$ cat config.mk
export PLATFORM = sky130hd
export DESIGN_NAME = md_pad_reader
export DESIGN_NICKNAME = d
export VERILOG_FILES = /design/src/rtl/md_pad_pkg.sv /design/src/rtl/pad_sync.sv /design/src/rtl/md_pad_reader.sv
export SDC_FILE = /design/constraint.sdc
export NUM_CORES = 1
export LEC_CHECK = 0
export BUFFER_PORTS_ARGS = -buffer_cell sky130_fd_sc_hd__buf_2
export CAP_MARGIN = 20
export CORE_MARGIN = 2
export CORE_UTILIZATION = 52
export CTS_CLUSTER_DIAMETER = 150
export CTS_CLUSTER_SIZE = 40
export DETAILED_ROUTE_END_ITERATION = 16
export GPL_TIMING_DRIVEN = 0
export HOLD_SLACK_MARGIN = 0.08
export PLACE_DENSITY = 0.74
export SKIP_LAST_GASP = 1
export SLEW_MARGIN = 20
export SYNTH_ARGS = -nofsm -noshare
export SYNTH_HDL_FRONTEND = slang
export SYNTH_SLANG_ARGS = --single-unit
$ cat constraint.sdc
create_clock -name CLK -period 2.02 [get_ports CLK]
set_clock_uncertainty 0.05 [all_clocks]
set_input_delay 0.202 -clock CLK [delete_from_list [all_inputs] [get_ports CLK]]
set_output_delay 0.202 -clock CLK [all_outputs]
set_load 0.05 [all_outputs]
$ cat src/rtl/md_pad_pkg.sv
// Shared types and constants for the Mega Drive pad poller.
`timescale 1ns/1ps
package md_pad_pkg;

  // S0..S7 encode the phase number directly in the low three bits.
  typedef enum logic [3:0] {
    PH_S0     = 4'd0,
    PH_S1     = 4'd1,
    PH_S2     = 4'd2,
    PH_S3     = 4'd3,
    PH_S4     = 4'd4,
    PH_S5     = 4'd5,
    PH_S6     = 4'd6,
    PH_S7     = 4'd7,
    PH_IDLE   = 4'd8,
    PH_DECODE = 4'd9
  } phase_t;

  localparam int BTN_UP    = 0;
  localparam int BTN_DOWN  = 1;
  localparam int BTN_LEFT  = 2;
  localparam int BTN_RIGHT = 3;
  localparam int BTN_A     = 4;
  localparam int BTN_B     = 5;
  localparam int BTN_C     = 6;
  localparam int BTN_START = 7;
  localparam int BTN_X     = 8;
  localparam int BTN_Y     = 9;
  localparam int BTN_Z     = 10;
  localparam int BTN_MODE  = 11;

  localparam int D_UP    = 0;
  localparam int D_DOWN  = 1;
  localparam int D_LEFT  = 2;
  localparam int D_RIGHT = 3;
  localparam int D_BA    = 4;
  localparam int D_CS    = 5;

  // Bit n is the TH level driven during phase Sn.
  localparam logic [7:0] TH_PHASE = 8'b0101_0101;

endpackage

$ cat src/rtl/pad_sync.sv
// Two-flop synchronizer for the asynchronous pad data lines.
`timescale 1ns/1ps
module pad_sync #(
  parameter int DATA_W = 6
) (
  input  logic              CLK,
  input  logic [DATA_W-1:0] d,
  output logic [DATA_W-1:0] q
);

  logic [DATA_W-1:0] d_p0;
  logic [DATA_W-1:0] d_p1;

  always_ff @(posedge CLK) begin
    d_p0 <= d;
    d_p1 <= d_p0;
  end

  assign q = d_p1;

endmodule

$ cat src/rtl/md_pad_reader.sv
// Polls a Mega Drive 3/6-button pad with the 8-phase TH sequence and
// publishes presence, pad type and a pressed-high button word.
`timescale 1ns/1ps
module md_pad_reader
  import md_pad_pkg::*;
#(
  parameter int SETTLE = 16,
  parameter int POLL   = 16384
) (
  input  logic        CLK,
  input  logic        RESET,
  input  logic        CE,
  input  logic        FORCE3,
  input  logic [5:0]  D,
  output logic        TH,
  output logic [11:0] BTN,
  output logic        PRESENT,
  output logic        SIX_BTN,
  output logic        VALID
);

  localparam int TMR_W = $clog2((POLL > SETTLE ? POLL : SETTLE) + 1);
  localparam logic [TMR_W-1:0] POLL_END   = TMR_W'(POLL - 1);
  localparam logic [TMR_W-1:0] SETTLE_END = TMR_W'(SETTLE - 1);

  phase_t           state;
  logic [TMR_W-1:0] tmr;
  logic             f3_path;
  logic [5:0]       d_sync;
  logic [5:0]       s0_q;
  logic [3:0]       s1_q;   // {START, A, line3, line2}
  logic [3:0]       s5_q;
  logic [3:0]       s6_q;
  logic [3:0]       s7_q;
  logic [2:0]       ph;
  logic             settle_done;
  logic             present_w;
  logic             six_w;

  pad_sync #(.DATA_W(6)) u_sync (
    .CLK (CLK),
    .d   (D),
    .q   (d_sync)
  );

  function automatic logic [11:0] decode_btn(input logic [5:0] s0, input logic [3:0] s1,
                                             input logic [3:0] s6, input logic six);
    logic [11:0] b;
    b           = '0;
    b[BTN_UP]    = ~s0[D_UP];
    b[BTN_DOWN]  = ~s0[D_DOWN];
    b[BTN_LEFT]  = ~s0[D_LEFT];
    b[BTN_RIGHT] = ~s0[D_RIGHT];
    b[BTN_B]     = ~s0[D_BA];
    b[BTN_C]     = ~s0[D_CS];
    b[BTN_A]     = ~s1[2];
    b[BTN_START] = ~s1[3];
    if (six) begin
      b[BTN_Z]    = ~s6[0];
      b[BTN_Y]    = ~s6[1];
      b[BTN_X]    = ~s6[2];
      b[BTN_MODE] = ~s6[3];
    end
    return b;
  endfunction

  assign ph          = state[2:0];
  assign settle_done = ~state[3] & CE & (tmr == SETTLE_END);
  assign present_w   = (s1_q[1:0] == 2'b00);
  assign six_w       = present_w & ~f3_path & (s5_q == 4'b0000) & (s7_q == 4'b1111);

  // Phase sample capture (data path, no reset)
  always_ff @(posedge CLK) begin
    if (settle_done) begin
      case (ph)
        3'd0:    s0_q <= d_sync;
        3'd1:    s1_q <= d_sync[5:2];
        3'd5:    s5_q <= d_sync[3:0];
        3'd6:    s6_q <= d_sync[3:0];
        3'd7:    s7_q <= d_sync[3:0];
        default: ;
      endcase
    end
  end

  // Phase sequencer and registered outputs
  always_ff @(posedge CLK or posedge RESET) begin
    if (RESET) begin
      state   <= PH_IDLE;
      tmr     <= '0;
      f3_path <= 1'b0;
      TH      <= 1'b1;
      BTN     <= '0;
      PRESENT <= 1'b0;
      SIX_BTN <= 1'b0;
      VALID   <= 1'b0;
    end else begin
      VALID <= 1'b0;
      case (state)
        PH_IDLE: begin
          TH <= 1'b1;
          if (CE) begin
            if (tmr == POLL_END) begin
              tmr   <= '0;
              state <= PH_S0;
              TH    <= TH_PHASE[0];
            end else begin
              tmr <= tmr + 1'b1;
            end
          end
        end
        PH_DECODE: begin
          state   <= PH_IDLE;
          TH      <= 1'b1;
          VALID   <= 1'b1;
          PRESENT <= present_w;
          SIX_BTN <= six_w;
          BTN     <= present_w ? decode_btn(s0_q, s1_q, s6_q, six_w) : 12'h000;
        end
        default: begin
          if (CE) begin
            if (tmr == SETTLE_END) begin
              tmr <= '0;
              if (ph == 3'd3 && FORCE3) begin
                f3_path <= 1'b1;
                state   <= PH_DECODE;
              end else if (ph == 3'd7) begin
                f3_path <= 1'b0;
                state   <= PH_DECODE;
              end else begin
                state <= phase_t'({1'b0, ph + 3'd1});
                TH    <= TH_PHASE[ph + 3'd1];
              end
            end else begin
              tmr <= tmr + 1'b1;
            end
          end
        end
      endcase
    end
  end

endmodule

### Word level (Yosys, flattened, before mapping)

Memories as Yosys holds them, arrays and structs flattened.
Cells that the tools add are included.

* register bits after elaboration: 70
* memory bits (read-only): 8
* input port bits: 10
* output and inout bits: 16
* word-level logic and storage cells: 96
* memories: 1

* $add $sub $neg: 2
* order comparisons: 1
* equality and inequality tests: 14
* multiplexer cells: 23
* bitwise gates (word level): 21
* reductions and logical operators: 19

Memories
* (name not given): depth 8, bits a word 1, read ports 1, clocked after memory_dff 0, wr ports 0, line md_pad_reader.sv:132 `TH <= TH_PHASE[ph + 3'd1];`

Operator list (count)
* 2-to-1 mux 15 bit: 4
* case mux 15 bit (2 select lines): 1
* 2-to-1 mux 4 bit: 7
* NOT 1 bit: 16
* adder 15 x 1 -> 15 bit (second input constant): 1
* == test 15 x 14 -> 1 bit (second input constant): 1
* == test 15 x 4 -> 1 bit (second input constant): 1
* == test 4 bit (second input constant): 3
* 2-to-1 mux 12 bit: 1
* AND reduction 2 bit: 6
* AND reduction 4 bit: 3
* == test 3 bit (second input constant): 3
* 2-to-1 mux 1 bit: 9
* inequality test 2 bit (second input constant): 4
* case mux 4 bit (2 select lines): 1
* nonzero test 2 bit: 4
* bitwise AND 1 bit: 5
* logical NOT 4 bit: 1
* less-than comparator 3 x 4 -> 1 bit (second input constant): 1
* adder 3 x 1 -> 3 bit (second input constant): 1
* == test 3 x 1 -> 1 bit (second input constant): 1
* == test 3 x 2 -> 1 bit (second input constant): 1
* logical NOT 3 bit: 1
* nonzero test 3 bit: 1
* 3 further kinds: 3

### Longest topological paths before layout

* depth in word-level cells: 8
* mapped depth: 8

### By module

Synthesis repeated with hierarchy kept, for this count alone.

* cells, all modules: 231
* area, all modules: 2836.5 sq um

Modules (own cells, without submodules)
* md_pad_reader: instances 1, cells an instance 219, area an instance 2596.2 sq um, seq. area each 1564.0 sq um
* pad_sync: instances 1, cells an instance 12, area an instance 240.2 sq um, seq. area each 240.2 sq um

### Least setup slack after synthesis

No wires, ideal clock.

* path kind: register to register
* start: register tmr[12]
* end: register s0_q[0], enable pin
* setup time: 0.320 ns
* data arrival time: 1.727 ns
* slack: -0.077 ns
* cell stages (with the launch flop): 6
* path buffers: 0
* clock period less this slack: 2.097 ns
* cells stage by stage: dfrtp_1 or4_4 nor4_1 nand2_1 nor2_1 and3_1

* cells in the longest elaborated chain, start to end: 3

Ends and longest elaborated chain
* start: declaration: line md_pad_reader.sv:27 `logic [TMR_W-1:0] tmr;`
* start signal: assignment: line md_pad_reader.sv:108 `tmr <= tmr + 1'b1;`
* start signal: assignment: line md_pad_reader.sv:135 `tmr <= tmr + 1'b1;`
* == test 15 x 4 -> 1 bit: line md_pad_reader.sv:68 `assign settle_done = ~state[3] & CE & (tmr == SETTLE_END);`
* bitwise AND 1 bit: line md_pad_reader.sv:68
* AND reduction 2 bit (no source line)
* end signal: assignment: line md_pad_reader.sv:76 `3'd0: s0_q <= d_sync;`
* end: declaration: line md_pad_reader.sv:30 `logic [5:0] s0_q;`

No other way between the ends.
A chain may end at the register's enable or synchronous reset.

### Worst setup path in the final report

* start: register tmr[11]
* end: register s0_q[0], enable pin

Same word-level chain as after synthesis.

==> flow_summary.yaml <==
final_layout:
  diodes: 0
  nets: 304
  layout-drive-gt1-share_pct: 28.8
  area.growth.synth_to_final_pct: 24.5
placement:
  hpwl_um: 3330
  pre_cts_ws_ps: -268
  routabilityCongestion: 0.818
  io_buffers: 25
die:
  core_area_um2: 5140
  die_y_um: 77.1
  io_pins: 26
  start_util_pct: 54.0
  dieArea_um2: 5940
  die_w_um: 77.1
  rows: 26
logic_synthesis:
  yosysTopAreaCellShare_pct: 30.7
  synth_seq_cells: 70
  seq_area_frac_synth_pct: 65.0
  synth_most_common_cell: "nand2_1"
  synth_flop_cell: "dfrtp_1"
  synth-async-reset-ratio_pct: 51.4
  synthTopCellsByCount: "39 x nand2_1, 34 x dfrtp_1, 22 x edfxtp_1"
  netlist_instances: 234
  syn-num-nets: 251
  synth_area_leaders: "dfrtp_1 31%, edfxtp_1 24%, dfxtp_1 8.7%"
  synth.cell_area_um2: 2780
  synth_top_area_cell: "dfrtp_1"
  ys_types: 41
  synth-edff-count: 22
  synth_area_per_cell_um2: 11.9
  yosysWarningCount: 0
critical_path:
  r2r_setup_slack_ps: -120
  crit_start: "tmr[11]"
  crit_path_end: "s0_q[0]"
  path_class: "register to register"
  worstReg2RegEnd: "s0_q[0]"
  crit_required_ps: 2020
  arrival_ps: 2140
  crit_path_end_kind: "register"
  reg2reg_from: "tmr[11]"
  start_kind: "register"
  crit_fanout: 6
  worst_r2r_path_depth: 5
timing:
  relSlewSlack_pct: 49.3
  whs_ps: 130
  tightest_slew_ps: 760
  rsz0062_at_grt: "true"
  min_period_over_period_pct: 106
  report.final.slew_viol_count: 0
  hold_viol: 0
  period_minus_slack_ps: 2140
  setup_viol: 27
  fmax_ghz: 0.468
  postLayoutSetupSlackWorst_ps: -115
cts:
  cts.clk_slew.worst_paths_ps: 70
  cts_tree: "built"
  worstSkewPairLatency_ps: 350
  cts.sinks: 70
  cts_max_path_buffers: 2
  cts_buffers: 9
  cts-root-buf: "clkbuf_8"
  h-tree-depth: 3
drt:
  final_antenna_net_count: 0
  vias: 1908
  viasPerCell: 5.27
  drc_errors: 0
  firstDrtPassIters: 4
  drt_wl_total_um: 5210
  first_iter_violations: 120
  drt-wirelength-per-cell_um: 14.4
global_routing:
  antenna_found_initial: 0
  grt-ovfl-total: 0
  use_met2_pct: 28.7
  grt_use_met1_pct: 25.0
  grt_max_degree: 37
  grt_usage_pct: 18.8
  grt_pass1_vias: 1781
  met3_usage_pct: 6.12
  grt.busiest_layer: "met2"
  grt_first_pass_wirelength_um: 8480
pwr:
  combPwrFrac_pct: 8.7
  ir_drop_mv: 0.881
  power_switching_uw: 766
  p_int_uw: 2210
  seqPwrFrac_pct: 54.2
  clkPwrFrac_pct: 37.1
  power_switching_share_pct: 25.7
  p_leak_uw: 0.00149
  power-per-cell-area_nw_per_um2: 863
flow_run:
  maxCapViolations: 0
run_status:
  status: "finished, violations left"
  violations: "setup timing"
min_path:
  holdPathStages: 3
  hold_path_class: "primary input to register"
==> layout make-up <==
type,instances,area (um^2)
Buffer,3,20.0
Clock inverter,6,71.3
Inverter,9,33.8
Multi-Input combinational cell,151,1030
Fill cell,396,1690
Timing Repair Buffer,43,282
Tap cell,70,87.6
Clock buffer,10,128
Sequential cell,70,1800
==> cells by family (layout without fill, tap and decap cells) <==
| family | after synthesis | count (layout) | share of synthesized area [%] |
|---|---|---|---|
| xor+xnor | 5 | 5 | 1.58 |
| buf+inv | 13 | 71 | 2.03 |
| compound gates | 40 | 40 | 8.16 |
| mux | 3 | 3 | 1.08 |
| flops | 70 | 70 | 65.0 |
| fa+ha+maj | 7 | 7 | 3.16 |
| simple gates | 96 | 96 | 19.0 |
==> worst max-delay path: stages, from the launching register on <==
cell and delay, ps:
dfrtp_1 430, or4_4 560, nor4_4 290, nand2_2 120, nor2_4 140, and3_4 260
==> power by group through the flow <==
| stage | Combinational, uW | Sequential, uW | Clock [uW] |
|---|---|---|---|
| floorplan | 163 | 1620 | 0 |
| global placement | 194 | 1640 | 0 |
| detailed placement | 198 | 1640 | 0 |
| CTS | 245 | 1610 | 1120 |
| global route | 284 | 1630 | 1200 |
| finish | 258 | 1620 | 1110 |
==> repair_timing <==
action                                  CTS  global route
pin swaps                                 6             9
resized for setup                        13            14
buffers inserted                          6             3
hold buffers                              8             0
hold endpoints to repair                 41             0
endpoints found under the setup margin   32            44
cloned                                    0             1
==> sequential cells by signal, indices dropped and copies added, names as in the netlist <==
register,count
TH,1
BTN,12
state,4
u_sync.q,6
VALID,1
SIX_BTN,1
u_sync.d_p0,6
s5_q,4
s0_q,6
tmr,15
s6_q,4
s1_q,4
f3_path,1
PRESENT,1
s7_q,4
==> metal layers <==
metal | up-vias | part of all wire [%]
met2 | 42 | 49
met4 | 0 | 1.5
li1 | 942 | -
met3 | 7 | 4.2
met5 | - | 0
met1 | 917 | 46
==> cells in the final DEF (no fill, tap or decap), types with 3 or more instances in the layout <==
cell           count
nand4_1            7
buf_2             26
buf_4              8
o21ai_1            9
a21oi_1            6
o21ai_0           15
dfrtp_1           34
or3_1              3
inv_1              8
nand2_1           37
nand3_1            7
ha_1               5
nor3_1             7
nor2_1             6
clkbuf_8           9
xor2_1             3
dlygate4sd3_1      8
mux2i_1            3
a21oi_2            3
edfxtp_1          22
dfxtp_1           12
and3_4             3
==> per-stage QoR <==
step | instances | total power, uW | utilization (%) | setup TNS, ps | cell area (um^2)
2_1_floorplan | 234 | 1780 | - | -684 | 2780
3_3_place_gp | 329 | 1830 | 58.2 | -5120 | 2990
3_5_place_dp | 329 | 1840 | 58.2 | -6200 | 2990
4_1_cts | 358 | 2980 | 65.5 | -1190 | 3370
5_1_grt | 362 | 3110 | 67.2 | -5470 | 3450
6_report | 362 | 2980 | 67.2 | -2140 | 3450
==> how the worst min path moves through the flow <==
stage | from | to | slack (ps)
3_3_place_gp | D[5] | u_sync.d_p0[5] | 250
2_1_floorplan | D[0] | u_sync.d_p0[0] | 180
3_5_place_dp | D[1] | u_sync.d_p0[1] | 260
4_1_cts | CE | state[3] | 120
5_1_grt | CE | state[3] | 130
6_report | CE | state[3] | 130
(Power assumes the default switching activity.)
